`src/rtl/flash_cmd_sequencer.sv`:
```
// flash_cmd_sequencer
// Follows the CPU's JEDEC unlock/command sequences to the PRG flash. Decides per
// cycle whether a CPU write may reach flash /WE. Tracks program/erase completion
// by DQ6 toggle polling, with a timeout.
// Optional build macro: FLASH_CMD_FILTER_EN. When it is defined, only writes
// that are the expected next step of a command sequence are passed to the flash.
//
// state | meaning
// IDLE  | no sequence in progress
// U1    | first unlock cycle seen (AA@A1)
// U2    | second unlock cycle seen (55@A2), waiting for the command byte
// PROG  | program command accepted, waiting for the data write
// E0    | erase setup (80) accepted, waiting for the second unlock AA
// EU1   | erase second unlock AA seen
// EU2   | erase second unlock 55 seen, waiting for 10 (chip) or 30 (sector)
// BUSY  | program/erase in flight, DQ6 toggle polling plus timeout
module flash_cmd_sequencer #(
  parameter logic [23:0] PROG_TIMEOUT  = 24'd1024,
  parameter logic [23:0] ERASE_TIMEOUT = 24'd16777215,
  parameter logic [11:0] UNLOCK_A1     = 12'hAAA,
  parameter logic [11:0] UNLOCK_A2     = 12'h555
) (
  input  logic        m2,
  input  logic        reset,
  input  logic        romsel,
  input  logic        cpu_rw_in,
  input  logic [14:0] cpu_addr_in,
  input  logic [7:0]  cpu_data_in,
  input  logic        prg_write_enabled,
  output logic        flash_we_allow,
  output logic        busy,
  output logic        op_done,
  output logic        error,
  output logic [3:0]  state
);

  typedef enum logic [3:0] {
    S_IDLE = 4'd0,
    S_U1   = 4'd1,
    S_U2   = 4'd2,
    S_PROG = 4'd3,
    S_E0   = 4'd4,
    S_EU1  = 4'd5,
    S_EU2  = 4'd6,
    S_BUSY = 4'd7
  } state_t;

  state_t      st;
  logic [23:0] counter;
  logic [23:0] limit_m1;
  logic        poll_valid;
  logic        dq6;
  logic        erase_op;
  logic        wr;
  logic        rd;
  logic        at_a1;
  logic        at_a2;
  logic        unused_addr_hi;

  assign wr             = ~romsel & ~cpu_rw_in;
  assign rd             = ~romsel & cpu_rw_in;
  assign at_a1          = (cpu_addr_in[11:0] == UNLOCK_A1);
  assign at_a2          = (cpu_addr_in[11:0] == UNLOCK_A2);
  assign unused_addr_hi = ^cpu_addr_in[14:12];
  assign limit_m1       = erase_op ? (ERASE_TIMEOUT - 24'd1) : (PROG_TIMEOUT - 24'd1);
  assign state          = st;
  assign busy           = (st == S_BUSY);

`ifdef FLASH_CMD_FILTER_EN
  logic step_ok;

  // Pass only the write that is the expected next step of the sequence in progress
  always_comb begin
    step_ok = 1'b0;
    case (st)
      S_IDLE:  step_ok = at_a1 && (cpu_data_in == 8'hAA);
      S_U1:    step_ok = at_a2 && (cpu_data_in == 8'h55);
      S_U2:    step_ok = at_a1 && ((cpu_data_in == 8'hA0) || (cpu_data_in == 8'h80));
      S_PROG:  step_ok = 1'b1;
      S_E0:    step_ok = at_a1 && (cpu_data_in == 8'hAA);
      S_EU1:   step_ok = at_a2 && (cpu_data_in == 8'h55);
      S_EU2:   step_ok = (at_a1 && (cpu_data_in == 8'h10)) || (cpu_data_in == 8'h30);
      default: step_ok = 1'b0;
    endcase
    // Reset (F0) is always allowed outside BUSY so software can recover the chip
    if ((st != S_BUSY) && (cpu_data_in == 8'hF0)) step_ok = 1'b1;
  end

  assign flash_we_allow = prg_write_enabled & step_ok & (st != S_BUSY);
`else
  assign flash_we_allow = prg_write_enabled & (st != S_BUSY);
`endif

  // Command-sequence FSM and completion tracking, all on the m2 falling edge
  always_ff @(negedge m2) begin
    if (reset) begin
      st         <= S_IDLE;
      op_done    <= 1'b0;
      error      <= 1'b0;
      counter    <= 24'd0;
      poll_valid <= 1'b0;
      dq6        <= 1'b0;
      erase_op   <= 1'b0;
    end else begin
      op_done <= 1'b0;
      case (st)
        S_IDLE: begin
          if (wr && prg_write_enabled && at_a1 && (cpu_data_in == 8'hAA)) begin
            st    <= S_U1;
            error <= 1'b0;
          end
        end
        S_BUSY: begin
          counter <= counter + 24'd1;
          // A completing poll wins over a timeout on the same cycle
          if (rd && poll_valid && (cpu_data_in[6] == dq6)) begin
            op_done <= 1'b1;
            st      <= S_IDLE;
          end else if (rd && poll_valid && cpu_data_in[5]) begin
            error <= 1'b1;
            st    <= S_IDLE;
          end else if (counter == limit_m1) begin
            error <= 1'b1;
            st    <= S_IDLE;
          end else if (rd) begin
            dq6        <= cpu_data_in[6];
            poll_valid <= 1'b1;
          end
        end
        default: begin
          if (!prg_write_enabled) begin
            st <= S_IDLE;
          end else if (wr && (cpu_data_in == 8'hF0)) begin
            st <= S_IDLE;
          end else if (wr) begin
            st <= S_IDLE;
            case (st)
              S_U1: if (at_a2 && (cpu_data_in == 8'h55)) st <= S_U2;
              S_U2: begin
                if (at_a1 && (cpu_data_in == 8'hA0)) st <= S_PROG;
                else if (at_a1 && (cpu_data_in == 8'h80)) st <= S_E0;
              end
              S_PROG: begin
                st         <= S_BUSY;
                erase_op   <= 1'b0;
                counter    <= 24'd0;
                poll_valid <= 1'b0;
              end
              S_E0:  if (at_a1 && (cpu_data_in == 8'hAA)) st <= S_EU1;
              S_EU1: if (at_a2 && (cpu_data_in == 8'h55)) st <= S_EU2;
              S_EU2: begin
                if ((at_a1 && (cpu_data_in == 8'h10)) || (cpu_data_in == 8'h30)) begin
                  st         <= S_BUSY;
                  erase_op   <= 1'b1;
                  counter    <= 24'd0;
                  poll_valid <= 1'b0;
                end
              end
              default: st <= S_IDLE;
            endcase
          end
        end
      endcase
    end
  end

endmodule

```
`config.mk`:
```
export PLATFORM = sky130hd
export DESIGN_NAME = flash_cmd_sequencer
export DESIGN_NICKNAME = d
export VERILOG_FILES = /design/src/rtl/flash_cmd_sequencer.sv
export SDC_FILE = /design/constraint.sdc
export NUM_CORES = 1
export LEC_CHECK = 0
export CORE_MARGIN = 2
export CORE_UTILIZATION = 25
export CTS_CLUSTER_SIZE = 30
export DETAILED_ROUTE_END_ITERATION = 12
export PLACE_DENSITY = 0.41
export SLEW_MARGIN = 0
export SYNTH_ARGS = -nofsm -noshare
export SYNTH_HDL_FRONTEND = slang
export SYNTH_SLANG_ARGS = --single-unit
```
`constraint.sdc`:
```
create_clock -name m2 -period 2.3 [get_ports m2]
set_clock_uncertainty 0.15 [all_clocks]
set_input_delay 0.23 -clock m2 [delete_from_list [all_inputs] [get_ports m2]]
set_output_delay 0.23 -clock m2 [all_outputs]
set_load 0.01 [all_outputs]
```
==> results of run 1 <==
cell type report:
| cell class | count | area share |
|---|---|---|
| clock buffers | 5 | 0.0161 |
| clock inverters | 35 | 0.0387 |
| inverters | 7 | 0.00675 |
| multi-input cells | 210 | 0.457 |
| flip-flops and latches | 32 | 0.152 |
| well taps | 102 | 0.0299 |
| repair buffers | 131 | 0.299 |
registers in the layout (all words and copies together) (netlist names):
name,count
dq6,1
error,1
counter,24
op_done,1
poll_valid,1
erase_op,1
state,3
layout by cell type (no fill, tap or decap), drive strengths merged, types with 2 or more instances in the layout:
| cell | instances |
|---|---|
| nor3b | 3 |
| nand2 | 10 |
| o21ai | 8 |
| nor4bb | 2 |
| a21oi | 8 |
| clkdlybuf4s15 | 5 |
| or4bb | 2 |
| a211oi | 2 |
| and3 | 6 |
| nand4 | 11 |
| xnor2 | 20 |
| o211ai | 3 |
| or2 | 4 |
| nor3 | 17 |
| nor4 | 11 |
| or4 | 2 |
| or3 | 4 |
| nor2 | 40 |
| and2 | 3 |
| a31oi | 5 |
| or3b | 2 |
| nand4bb | 4 |
| dfxtp | 32 |
| nand2b | 4 |
| buf | 124 |
| nand3 | 19 |
| o31ai | 2 |
| nor4b | 2 |
| clkbuf | 6 |
| inv | 40 |
timing repair:
item | in CTS | in global routing
pin swaps | 60 | 39
buffers inserted | 23 | 6
setup endpoints to repair | 39 | 37
resized for setup | 217 | 55
endpoints found under the hold margin | 0 | 0
gates cloned | 5 | 1
worst paths after layout:
path                                      from  endpoint  depth (start not counted)
worst min-delay path                       dq6       dq6                          2
worst max register to register     counter[22]  state[2]                          8
worst min register to register             dq6       dq6                          2
worst max-delay path            cpu_addr_in[6]  state[1]                          7
Yosys cell counts, types with 2 or more instances:
cell       instances  share of area
xnor2_1           20          0.088
or3_1              4          0.013
nor2_1            40          0.075
and3_1             6          0.019
o21ai_0            7          0.018
nor4bb_1           2          0.010
or2_2              4          0.013
and2_1             3         0.0094
a21oi_1            8          0.020
buf_1              2         0.0038
or4bb_1            2          0.011
or3b_1             2         0.0088
a31oi_1            5          0.016
nor3_1            17          0.043
o211ai_1           3          0.011
dfxtp_1           32           0.32
o31ai_1            2         0.0075
nand4_1           11          0.034
nand2b_1           4          0.013
nor3b_1            3          0.011
buf_2              3         0.0075
nor4_1            11          0.034
nand3_1           19          0.048
or4_1              2         0.0075
clkbuf_1           4         0.0075
nand4bb_1          4          0.023
nor4b_1            2         0.0088
inv_1              8          0.015
nand2_1           10          0.019
layer usage:
metal | GRT usage | vias up | share of wire
met1 | 0.235 | 1245 | 0.45
met2 | 0.306 | 55 | 0.50
li1 | - | 1273 | -
met3 | 0.0500 | 5 | 0.040
met4 | 0.0748 | 0 | 0.0092
met5 | 0 | - | 0
metrics by stage:
step	total power, mW	instances	hold WS (ns)	TNS, ns
6_report	1.53	522	0.335	-19.40
3_3_place_gp	0.781	453	0.325	-45.10
3_5_place_dp	0.781	453	0.337	-44.64
5_1_grt	1.67	522	0.366	-21.19
4_1_cts	1.56	519	0.344	-20.52
2_1_floorplan	0.688	260	0.310	-22.55
worst min-delay path: stages (launching register included):
cell,delay (ns)
dfxtp_1,0.30
o21ai_0,0.07
a21oi_1,0.06
logic make-up after synthesis:
logic type | share of synthesized area
xor gates and xnor gates | 0.0921
DFF | 0.321
and+or+nand+nor | 0.423
other | 0.00188
AOI/OAI and AO/OA | 0.113
buffers and inverters | 0.0376
muxes | 0.00501
adders and majority gates | 0.00626
power groups by stage:
stage | clock (mW) | combinational (mW) | sequential (mW)
2_1_floorplan | 0.0877 | 0.0338 | 0.566
3_3_place_gp | 0.0877 | 0.127 | 0.566
3_5_place_dp | 0.0877 | 0.127 | 0.566
4_1_cts | 0.818 | 0.179 | 0.558
5_1_grt | 0.907 | 0.203 | 0.556
6_report | 0.778 | 0.191 | 0.559
==> impl_results.md, run 1 <==
* Initial antenna violation count at 0
* Final Instance Area at 4260 um2
* Critical Path RT at between 1 and 1.5 ns
* P_sw at approximately 460 uW
* Global-route wire length before repair at approximately 13000 um
* Register area at 647 um2
* Unrepaired setup endpoints after global routing: yes
* Number of port buffers at 31
* Register share of total power at 0.366
* Fill count at around 700
* Synth Flop Type: dfxtp_1
* R2R setup slack at -0.09 ns
* Grt total ovfl at 0
* Seq/Total Area, Yosys at 0.321
* Overall routing resource usage at 0.188
* Status: finished with violations
* Post-synth ARST share at 0
* Max VDD drop at between 0.00015 and 0.0002 V
* Avg Cell Area, Syn at a little under 8 um2
* Post-synth EDFFs at 0
* Hold buffer count at cts at 0
* Area of the core at 7730 um2
* Hold Vio Cnt, Final at 0
* Antenna cell count at 0
* Sw frac at 0.298
* Post-Syn Area at 2000 um2
* Yosys cell types at 49
* P_int at about 1.1 mW
* Clock power share at 0.509
* CP startpoint kind: input pin
* CTS Root Cell: clkbuf_8
* Fin worst setup slack at -0.777 ns
* Die boundary width at ~93 um
* Final net count at between 400 and 500
* Starting Density at 0.258
* HP Class: flip-flop to flip-flop
* Mapped Cells at between 200 and 300
* Failing checks: setup timing
* Wire per inst at 15.4 um
* Via Count at about 2600
* Final Util at 0.552
* Ys Warns at 0
* DRC at 0
* Clk_lat worst skew at ~0.36 ns
* CP Cell Sequence: buf_6, nand4bb_4, or4_4, or3_4, and2_4, or3_4, o32ai_2
* CP most frequent cell: or3_4
* Vias in the first global route at around 2700
* CTS clk-pin slew, worst paths at ~0.04 ns
* CP arrival at 2.03 ns
* Synthesis-to-layout area growth at 113%
* P per Cell Area at ~360 nW/um2
* Yosys reg bits at 32
* DRT iter0 DRCs at 100
* Antenna Nets Post-Route at 0
* CP Class: input pin to flip-flop
* CP Max Fanout at 3
* Setup WS pre-CTS at -1.66 ns
* Vias per inst at roughly 5
* Std cell rows at 32
* Final Wtd Congestion at roughly 0.84
* Critical path's largest stage delay at 0.54 ns
* Endpoints failing setup at 36
* Placed cell area at 3020 um2
* Static Leak at 1.91 nW
* CTS tree: done
* Slowest CP cell: or4_4
* Max Cap Violations at 0
* Die extent in y at 93.4 um
* Clock sinks at 32
* CTS HTree Levels at 2
* CP Buf/Inv Count at 1
* Layout cell share with drive strength beyond 1 at 0.543
* Worst path top cell family by delay: simple AND/OR/NAND/NOR gates
* Final wirelength at roughly 8000 um
* Post-synthesis net count at 289
* Max clock buf depth at 2
* Area of the multi-input gates at 1950 um2
* I/O pins at 36
* Combinational share of power at 0.125
* Largest net degree at the start of global routing at 12
* Die Area at 8720 um2
* DR pass1 iterations at 5
* CP Capture Type: flip-flop
* Cts bufs inserted at 5
* Slew Viols, Final at 0
* Final HPWL DP at around 5000 um
Note: power is estimated with default switching activity, not from simulation.
==> run 2, diff against run 1 <==
--- a/config.mk
+++ b/config.mk
@@ -6,10 +6,10 @@
 export NUM_CORES = 1
 export LEC_CHECK = 0
 export CORE_MARGIN = 2
-export CORE_UTILIZATION = 25
+export CORE_UTILIZATION = 51
 export CTS_CLUSTER_SIZE = 30
 export DETAILED_ROUTE_END_ITERATION = 12
-export PLACE_DENSITY = 0.41
+export PLACE_DENSITY = 0.75
 export SLEW_MARGIN = 0
 export SYNTH_ARGS = -nofsm -noshare
 export SYNTH_HDL_FRONTEND = slang
==> run 2 against run 1 <==
Against the previous run: the run now fails in 5_1_grt; synthesized cell count stayed put; synthesized area did not move.
==> impl_results.md, run 2 <==
* Placed Instances at a little under 400
* Post-synth ARST share at 0
* Error: [ERROR DPL-0038] Utilization greater than 100%, impossible to legalize
* Starting Density at 0.537
* Die extent in y at roughly 67 um
* Status: stopped before the end
* Worst EP kind: register input
* Ys Warns at 0
* Commonest cells post-synth: 40 x nor2_1, 32 x dfxtp_1, 20 x xnor2_1, 19 x nand3_1, 17 x nor3_1
* Final Wtd Congestion at between 0.8 and 0.9
* Hold buffer count at cts at 0
* Seq/Total Area, Yosys at 0.321
* Largest net degree at the start of global routing at 13
* Placed cell area at 2850 um2
* Avg Cell Area, Syn at between 7 and 8 um2
* Max clock buf depth at 2
* Clock sinks at 32
* Die boundary width at 66.6 um
* Synth Flop Type: dfxtp_1
* CTS HTree Levels at 2
* Mapped Cells at 260
* Setup WS pre-CTS at -1.60 ns
* Post-Syn Area at 2000 um2
* Yosys reg bits at 32
* Cts bufs inserted at 5
* Number of port buffers at 31
* I/O pins at 36
* Top post-synthesis cells by area: dfxtp_1 32%, xnor2_1 8.8%, nor2_1 7.5%
* Worst_ep grt: state[1]$_SDFFE_NP0P_/D
* CTS Root Cell: clkbuf_8
* Post-synth EDFFs at 0
* Count leader, synth: nor2_1
* Leading area contributor after synthesis: dfxtp_1
* Final HPWL DP at between 4000 and 5000 um
* Std cell rows at 22
* Post-synthesis net count at roughly 290
* Last stage: 5_1_grt
* Yosys cell types at 49
* Yosys top cell area share at 0.321
==> run 2: cell counts after synthesis <==
Identical to the previous run, type by type.
==> run 2: stage by stage <==
step / hold slack (ns) / utilization / setup TNS, ns
CTS: 0.333 / 0.963 / -21.63
detailed placement: 0.327 / 0.768 / -43.06
global placement: 0.325 / 0.768 / -42.27
floorplan: 0.310 / - / -22.55
==> run 2: timing repair <==
item / CTS
buffers inserted: 13
hold endpoints to repair: 0
gates resized for setup: 158
pin swaps: 33
gates cloned: 4
endpoints found under the setup margin: 39
==> run 2: kinds of logic after synthesis <==
family / after synthesis / share of synthesized area
flops: 32 / 0.321
simple gates: 151 / 0.423
xor+xnor: 21 / 0.0921
other cells: 1 / 0.00188
compound gates: 35 / 0.113
fa+ha+maj: 1 / 0.00626
buf+inv: 18 / 0.0376
mux: 1 / 0.00501
==> run 3, diff against run 2 <==
--- a/config.mk
+++ b/config.mk
@@ -6,10 +6,9 @@
 export NUM_CORES = 1
 export LEC_CHECK = 0
 export CORE_MARGIN = 2
-export CORE_UTILIZATION = 51
-export CTS_CLUSTER_SIZE = 30
+export CORE_UTILIZATION = 36
 export DETAILED_ROUTE_END_ITERATION = 12
-export PLACE_DENSITY = 0.75
+export PLACE_DENSITY_LB_ADDON = 0.15
 export SLEW_MARGIN = 0
 export SYNTH_ARGS = -nofsm -noshare
 export SYNTH_HDL_FRONTEND = slang
==> run 3 against run 2 <==
Against the previous run: the flow now finishes, with violations (setup timing).
==> impl_results.md, run 3 (synthesized netlist as in run 1, its figures left out) <==
* Status: finished with violations
* Failing checks: setup timing
* Die extent in y at 78.5 um
* Fin worst setup slack at -0.839 ns
* Placed cell area at about 3000 um2
* Max Cap Violations at 0
* Cell count of the worst hold path at 2
* Vias per inst at ~5.4
* Worst r2r path cells at 8
* CTS tree: done
* Initial antenna violation count at 0
* Worst path top cell family by delay: simple AND/OR/NAND/NOR gates
* Antenna Nets Post-Route at 0
* Vias in the first global route at roughly 2500
* Max clock buf depth at 2
* Antenna cell count at 0
* Endpoints failing setup at 36
* Final HPWL DP at 4490 um
* Std cell rows at 27
* Global-route wire length before repair at 11400 um
* DRT iter0 DRCs at ~150
* CP Class: input pin to flip-flop
* Commonest non-fill, non-tap cells in the layout: 68 x buf_4, 39 x inv_1, 34 x nor2_1
* Final net count at approximately 440
* HP Start: poll_valid
* Slowest CP cell: or4b_4
* HP Class: flip-flop to flip-flop
* Die boundary width at 78.5 um
* Commonest non-fill, non-tap cell in the layout: buf_4
* Clock sinks at 32
* Slew Viols, Final at 0
* CTS HTree Levels at 2
* Via Count at between 2000 and 3000
* Biggest register: counter
* Wire per inst at between 15 and 20 um
* Layout cell share with drive strength beyond 1 at 0.474
* Overall routing resource usage at 0.235
* Final Wtd Congestion at about 0.81
* Smallest hold slack at approximately 0.36 ns
* Unrepaired setup endpoints after global routing: yes
* Cts bufs inserted at 5
* Largest register FFs at 24
* DR pass1 iterations at 4
* Setup WS pre-CTS at -1.57 ns
* Hold buffer count at cts at 0
* CTS Root Cell: clkbuf_8
* Starting Density at 0.367
* DRC at 0
* Final Instance Area at ~4000 um2
* Number of port buffers at 31
* Static Leak at between 1.5 and 2 nW
* CP Capture Type: flip-flop
* Synthesis-to-layout area growth at 97.9%
* Critical R2R Launch: counter[22]
* Max VDD drop at between 0.0003 and 0.0004 V
* Clk_lat worst skew at about 0.36 ns
* P per Cell Area at between 300 and 400 nW/um2
* Hold EP: op_done
* Largest net degree at the start of global routing at 20
* I/O pins at 36
* Reg2reg end: state[2]
* CTS clk-pin slew, worst paths at ~0.04 ns
* Area of the core at 5440 um2
* CP arrival at around 2.1 ns
* WP depth at 7
* Critical path's largest stage delay at between 0.5 and 0.6 ns
* CP startpoint kind: input pin
* CP Buf/Inv Count at 1
* Final wirelength at 7680 um
* Die Area at between 6000 and 7000 um2
* Grt total ovfl at 0
* Critical Path RT at 1.29 ns
* CP Max Fanout at 4
* Hold Vio Cnt, Final at 0
* CP Cell Sequence: buf_6, nand4bb_4, o31ai_4, a31oi_4, or4b_4, or3_4, a21oi_2
* R2R setup slack at -0.10 ns
[run 3: timing repair]
| action | 4_1_cts | 5_1_grt |
|---|---|---|
| endpoints found under the hold margin | 0 | 0 |
| buffers inserted | 11 | 11 |
| endpoints found under the setup margin | 39 | 37 |
| resized for setup | 190 | 60 |
| gates cloned | 4 | 0 |
| pin swaps | 30 | 36 |
[run 3: worst min-delay path, delay by kind of cell, from the launching register on]
kind	cells	cell delay, ns
DFF	1	0.33
and+or+nand+nor	2	0.13
[run 3: final cells by class]
class | instances | area, um2
Inverter | 7 | 28.8
Sequential cell | 32 | 651
Fill cell | 389 | 1490
Clock inverter | 34 | 154
Multi-Input combinational cell | 210 | 1850
Timing Repair Buffer | 119 | 1110
Clock buffer | 5 | 68.8
Tap cell | 72 | 90.1
[run 3: stage by stage]
stage          TNS, ns  total power [mW]   util  cells
5_1_grt         -21.96              1.56  0.726    479
3_3_place_gp    -43.82             0.777  0.543    419
6_report        -20.57              1.48  0.726    479
4_1_cts         -20.46              1.46  0.672    471
3_5_place_dp    -44.12             0.779  0.543    419
2_1_floorplan   -22.55             0.688      -    260
[run 3: routing by layer]
| metal | up-vias | track usage | share of wire |
|---|---|---|---|
| met1 | 1247 | 0.294 | 0.42 |
| met5 | - | 0 | 0 |
| met3 | 14 | 0.0782 | 0.054 |
| met2 | 81 | 0.367 | 0.51 |
| li1 | 1249 | - | - |
| met4 | 0 | 0.102 | 0.016 |
[run 3: worst max-delay path by stage]
stage,start,to
floorplan,cpu_addr_in[6],state[1]
global placement,cpu_addr_in[5],counter[15]
detailed placement,cpu_addr_in[6],counter[15]
CTS,cpu_addr_in[0],state[2]
global route,cpu_addr_in[2],state[1]
finish,cpu_addr_in[2],counter[23]
[run 3: power breakdown]
group	total [mW]	switching, mW	internal, mW	leakage, nW
Sequential	0.556	0.000000905	0.556	0.260
Combinational	0.162	0.0646	0.0974	1.36
Clock	0.766	0.379	0.387	0.226
Total	1.48	0.443	1.04	1.85
==> run 4, diff against run 3 <==
--- a/config.mk
+++ b/config.mk
@@ -5,9 +5,11 @@
 export SDC_FILE = /design/constraint.sdc
 export NUM_CORES = 1
 export LEC_CHECK = 0
+export ABC_AREA = 1
 export CORE_MARGIN = 2
 export CORE_UTILIZATION = 36
 export DETAILED_ROUTE_END_ITERATION = 12
+export HOLD_SLACK_MARGIN = 0.05
 export PLACE_DENSITY_LB_ADDON = 0.15
 export SLEW_MARGIN = 0
 export SYNTH_ARGS = -nofsm -noshare
==> constraint.sdc (replaced) <==
create_clock -name m2 -period 3.1 [get_ports m2]
set_clock_uncertainty 0.15 [all_clocks]
set_input_delay 0.31 -clock m2 [delete_from_list [all_inputs] [get_ports m2]]
set_output_delay 0.31 -clock m2 [all_outputs]
set_load 0.01 [all_outputs]
==> run 4 against run 3 <==
Against the previous run: the run now ends clean; synthesized cell count rose by 67%; sequential share of layout area grew 1.4 points; core utilization shrank 20 points; worst setup slack improved by 0.87 ns; worst hold slack got worse by 0.048 ns; non-clock buffer count is 36 lower; flip-flop and latch count stayed put; global-route usage fell by 3.2 points; clock power fell by 39%; critical endpoint is now counter[9].
==> impl_results.md, run 4 <==
* Status: complete, no violations
* CP Class: input pin to flip-flop
* GR Layer Usage met1 at 0.263
* Slowest CP cell: clkdlybuf4s15_1
* GRT met2 Usage at 0.319
* CP Capture Type: flip-flop
* Endpoints failing setup at 0
* Yosys cell types at 33
* Number of port buffers at 31
* Worst r2r path cells at 8
* CTS clk-pin slew, worst paths at about 0.03 ns
* DR pass1 iterations at 4
* Count leader, synth: nand2_1
* Leading area contributor after synthesis: dfxtp_1
* DRT iter0 DRCs at ~160
* Most Crowded Layer GR: met2
* Reg2reg end: counter[14]
* Starting Density at 0.370
* Commonest non-fill, non-tap cell in the layout: nand2_1
* Post-synth ARST share at 0
* Max VDD drop at approximately 0.00019 V
* Grt total ovfl at 0
* Final Wtd Congestion at between 0.9 and 1
* Mapped Cells at 433
* Die extent in y at 87.6 um
* Synth Flop Type: dfxtp_1
* Setup WS pre-CTS at -0.624 ns
* Vias per inst at ~4.8
* CP Capture Point: counter[9]
* Post-synthesis mux area share at 0
* Clock sinks at 32
* Crit path launch: cpu_addr_in[3]
* Post-synth EDFFs at 0
* CTS tree: done
* Finished Layout Cells at 640
* Yosys top cell area share at 0.255
* P per Cell Area at 347 nW/um2
* Post-synthesis simple-gate area fraction at 0.527
* Synthesis-to-layout area growth at 43.1%
* Avg Cell Area, Syn at ~5.8 um2
* Hold buffer count at cts at 0
* Ys Warns at 0
* Met3 Use GR at 0.0575
* Initial antenna violation count at 0
* Critical Path RT at roughly 1.6 ns
* Layout cell share with drive strength beyond 1 at 0.292
* Yosys reg bits at 32
* Die Area at ~7700 um2
* Synth Area in Compound Gates at 0.0791
* Antenna Nets Post-Route at 0
* Top post-synthesis cells by area: dfxtp_1 25%, nand2_1 18%, nand3_1 10%
* CP startpoint kind: input pin
* Largest register FFs at 24
* Seq/Total Area, Yosys at 0.255
* Largest net degree at the start of global routing at 30
* DRC at 0
* Static Leak at about 1.7 nW
* Clk_lat worst skew at 0.35 ns
* Wire per inst at 11.5 um
* Via Count at 3060
* Area of the core at ~6800 um2
* HP Class: flip-flop to flip-flop
* Std cell rows at 30
* Biggest register: counter
* Post-Syn Area at 2520 um2
* CP Max Fanout at 6
* Slew Viols, Final at 0
* Overall routing resource usage at 0.203
* Largest family of logic cells by synthesized area: simple AND/OR/NAND/NOR gates
* Cts bufs inserted at 5
* Post-synthesis net count at about 460
* CP Cell Sequence: clkdlybuf4s15_1, nand2_2, nor2_4, nand3_2, nand2_2, nand3_2, nand2_2, nand2_4, buf_12, buf_16, nand2_1, a21oi_2
* Area share of xor/xnor cells in the synthesized design at 0.0209
* CP most frequent cell: nand2_2
* Max clock buf depth at 2
* Fin worst setup slack at about 0.034 ns
* Hold Vio Cnt, Final at 0
* Max Cap Violations at 0
* Vias in the first global route at a little under 3000
* Antenna cell count at 0
* Post-route setup TNS at 0 ns
* R2R setup slack at approximately 1.1 ns
* Final HPWL DP at 5190 um
* Final net count at about 570
* Placed Instances at 580
* Critical R2R Launch: counter[1]
* I/O pins at 36
* Critical path's largest stage delay at approximately 0.21 ns
* CTS HTree Levels at 2
* Global-route wire length before repair at around 12000 um
* Adder-cell area share of the yosys netlist at 0.00497
* Die boundary width at between 80 and 90 um
* Commonest cells post-synth: 119 x nand2_1, 64 x nor2_1, 52 x nand3_1, 50 x inv_1, 32 x dfxtp_1
* Final wirelength at 7390 um
* Commonest non-fill, non-tap cells in the layout: 110 x nand2_1, 74 x inv_1, 52 x nor2_1
* CTS Root Cell: clkbuf_8
* CP arrival at between 1.5 and 2 ns
run 4: what timing repair did:
action	in CTS	in global routing
endpoints found under the setup margin	38	32
gates resized for setup	82	57
setup buffers	21	3
pin swaps	46	38
cloned	1	0
run 4: layer usage:
layer / share of wire / vias to the layer above
met5: 0 / -
met4: 0.016 / 0
met3: 0.044 / 9
met2: 0.47 / 74
met1: 0.47 / 1382
li1: - / 1595
run 4: cells by family (layout without fill, tap and decap cells):
logic type | after synthesis | after routing
other cells | 1 | 1
fa+ha+maj | 1 | 1
buf+inv | 67 | 178
compound gates | 38 | 38
xor+xnor | 6 | 6
simple gates | 288 | 288
flops | 32 | 32
run 4: worst min-delay path by stage:
stage | start | to | cells after the start
final | error | error | 2
after floorplan | poll_valid | poll_valid | 2
after CTS | error | error | 2
after global placement | error | error | 2
after global routing | error | error | 2
after detailed placement | error | error | 2
run 4: power breakdown:
part	internal, mW	leakage [nW]	switching, mW
clock	0.204	0.207	0.262
combinational	0.142	1.28	0.199
sequential	0.430	0.259	0.0118
run 4: stage by stage:
stage	area [um2]	hold WS, ns	total power, mW	utilization
2_1_floorplan	2520	0.318	0.675	-
4_1_cts	3540	0.315	1.26	0.522
3_3_place_gp	3100	0.301	0.809	0.457
5_1_grt	3600	0.349	1.37	0.530
6_report	3600	0.308	1.25	0.530
3_5_place_dp	3100	0.311	0.811	0.457
run 4: critical path, delay by kind of cell:
kind | cells | cell delay, ns
compound gates | 1 | 0.05
buf+inv | 3 | 0.47
simple gates | 8 | 0.76
run 4: final cells by class:
class | count | area, um2
fillers | 718 | 3190
repair buffers | 83 | 676
inverters | 56 | 215
multi-input cells | 334 | 1750
well taps | 96 | 120
clock inverters | 34 | 130
flip-flops and latches | 32 | 644
clock buffers | 5 | 68.8
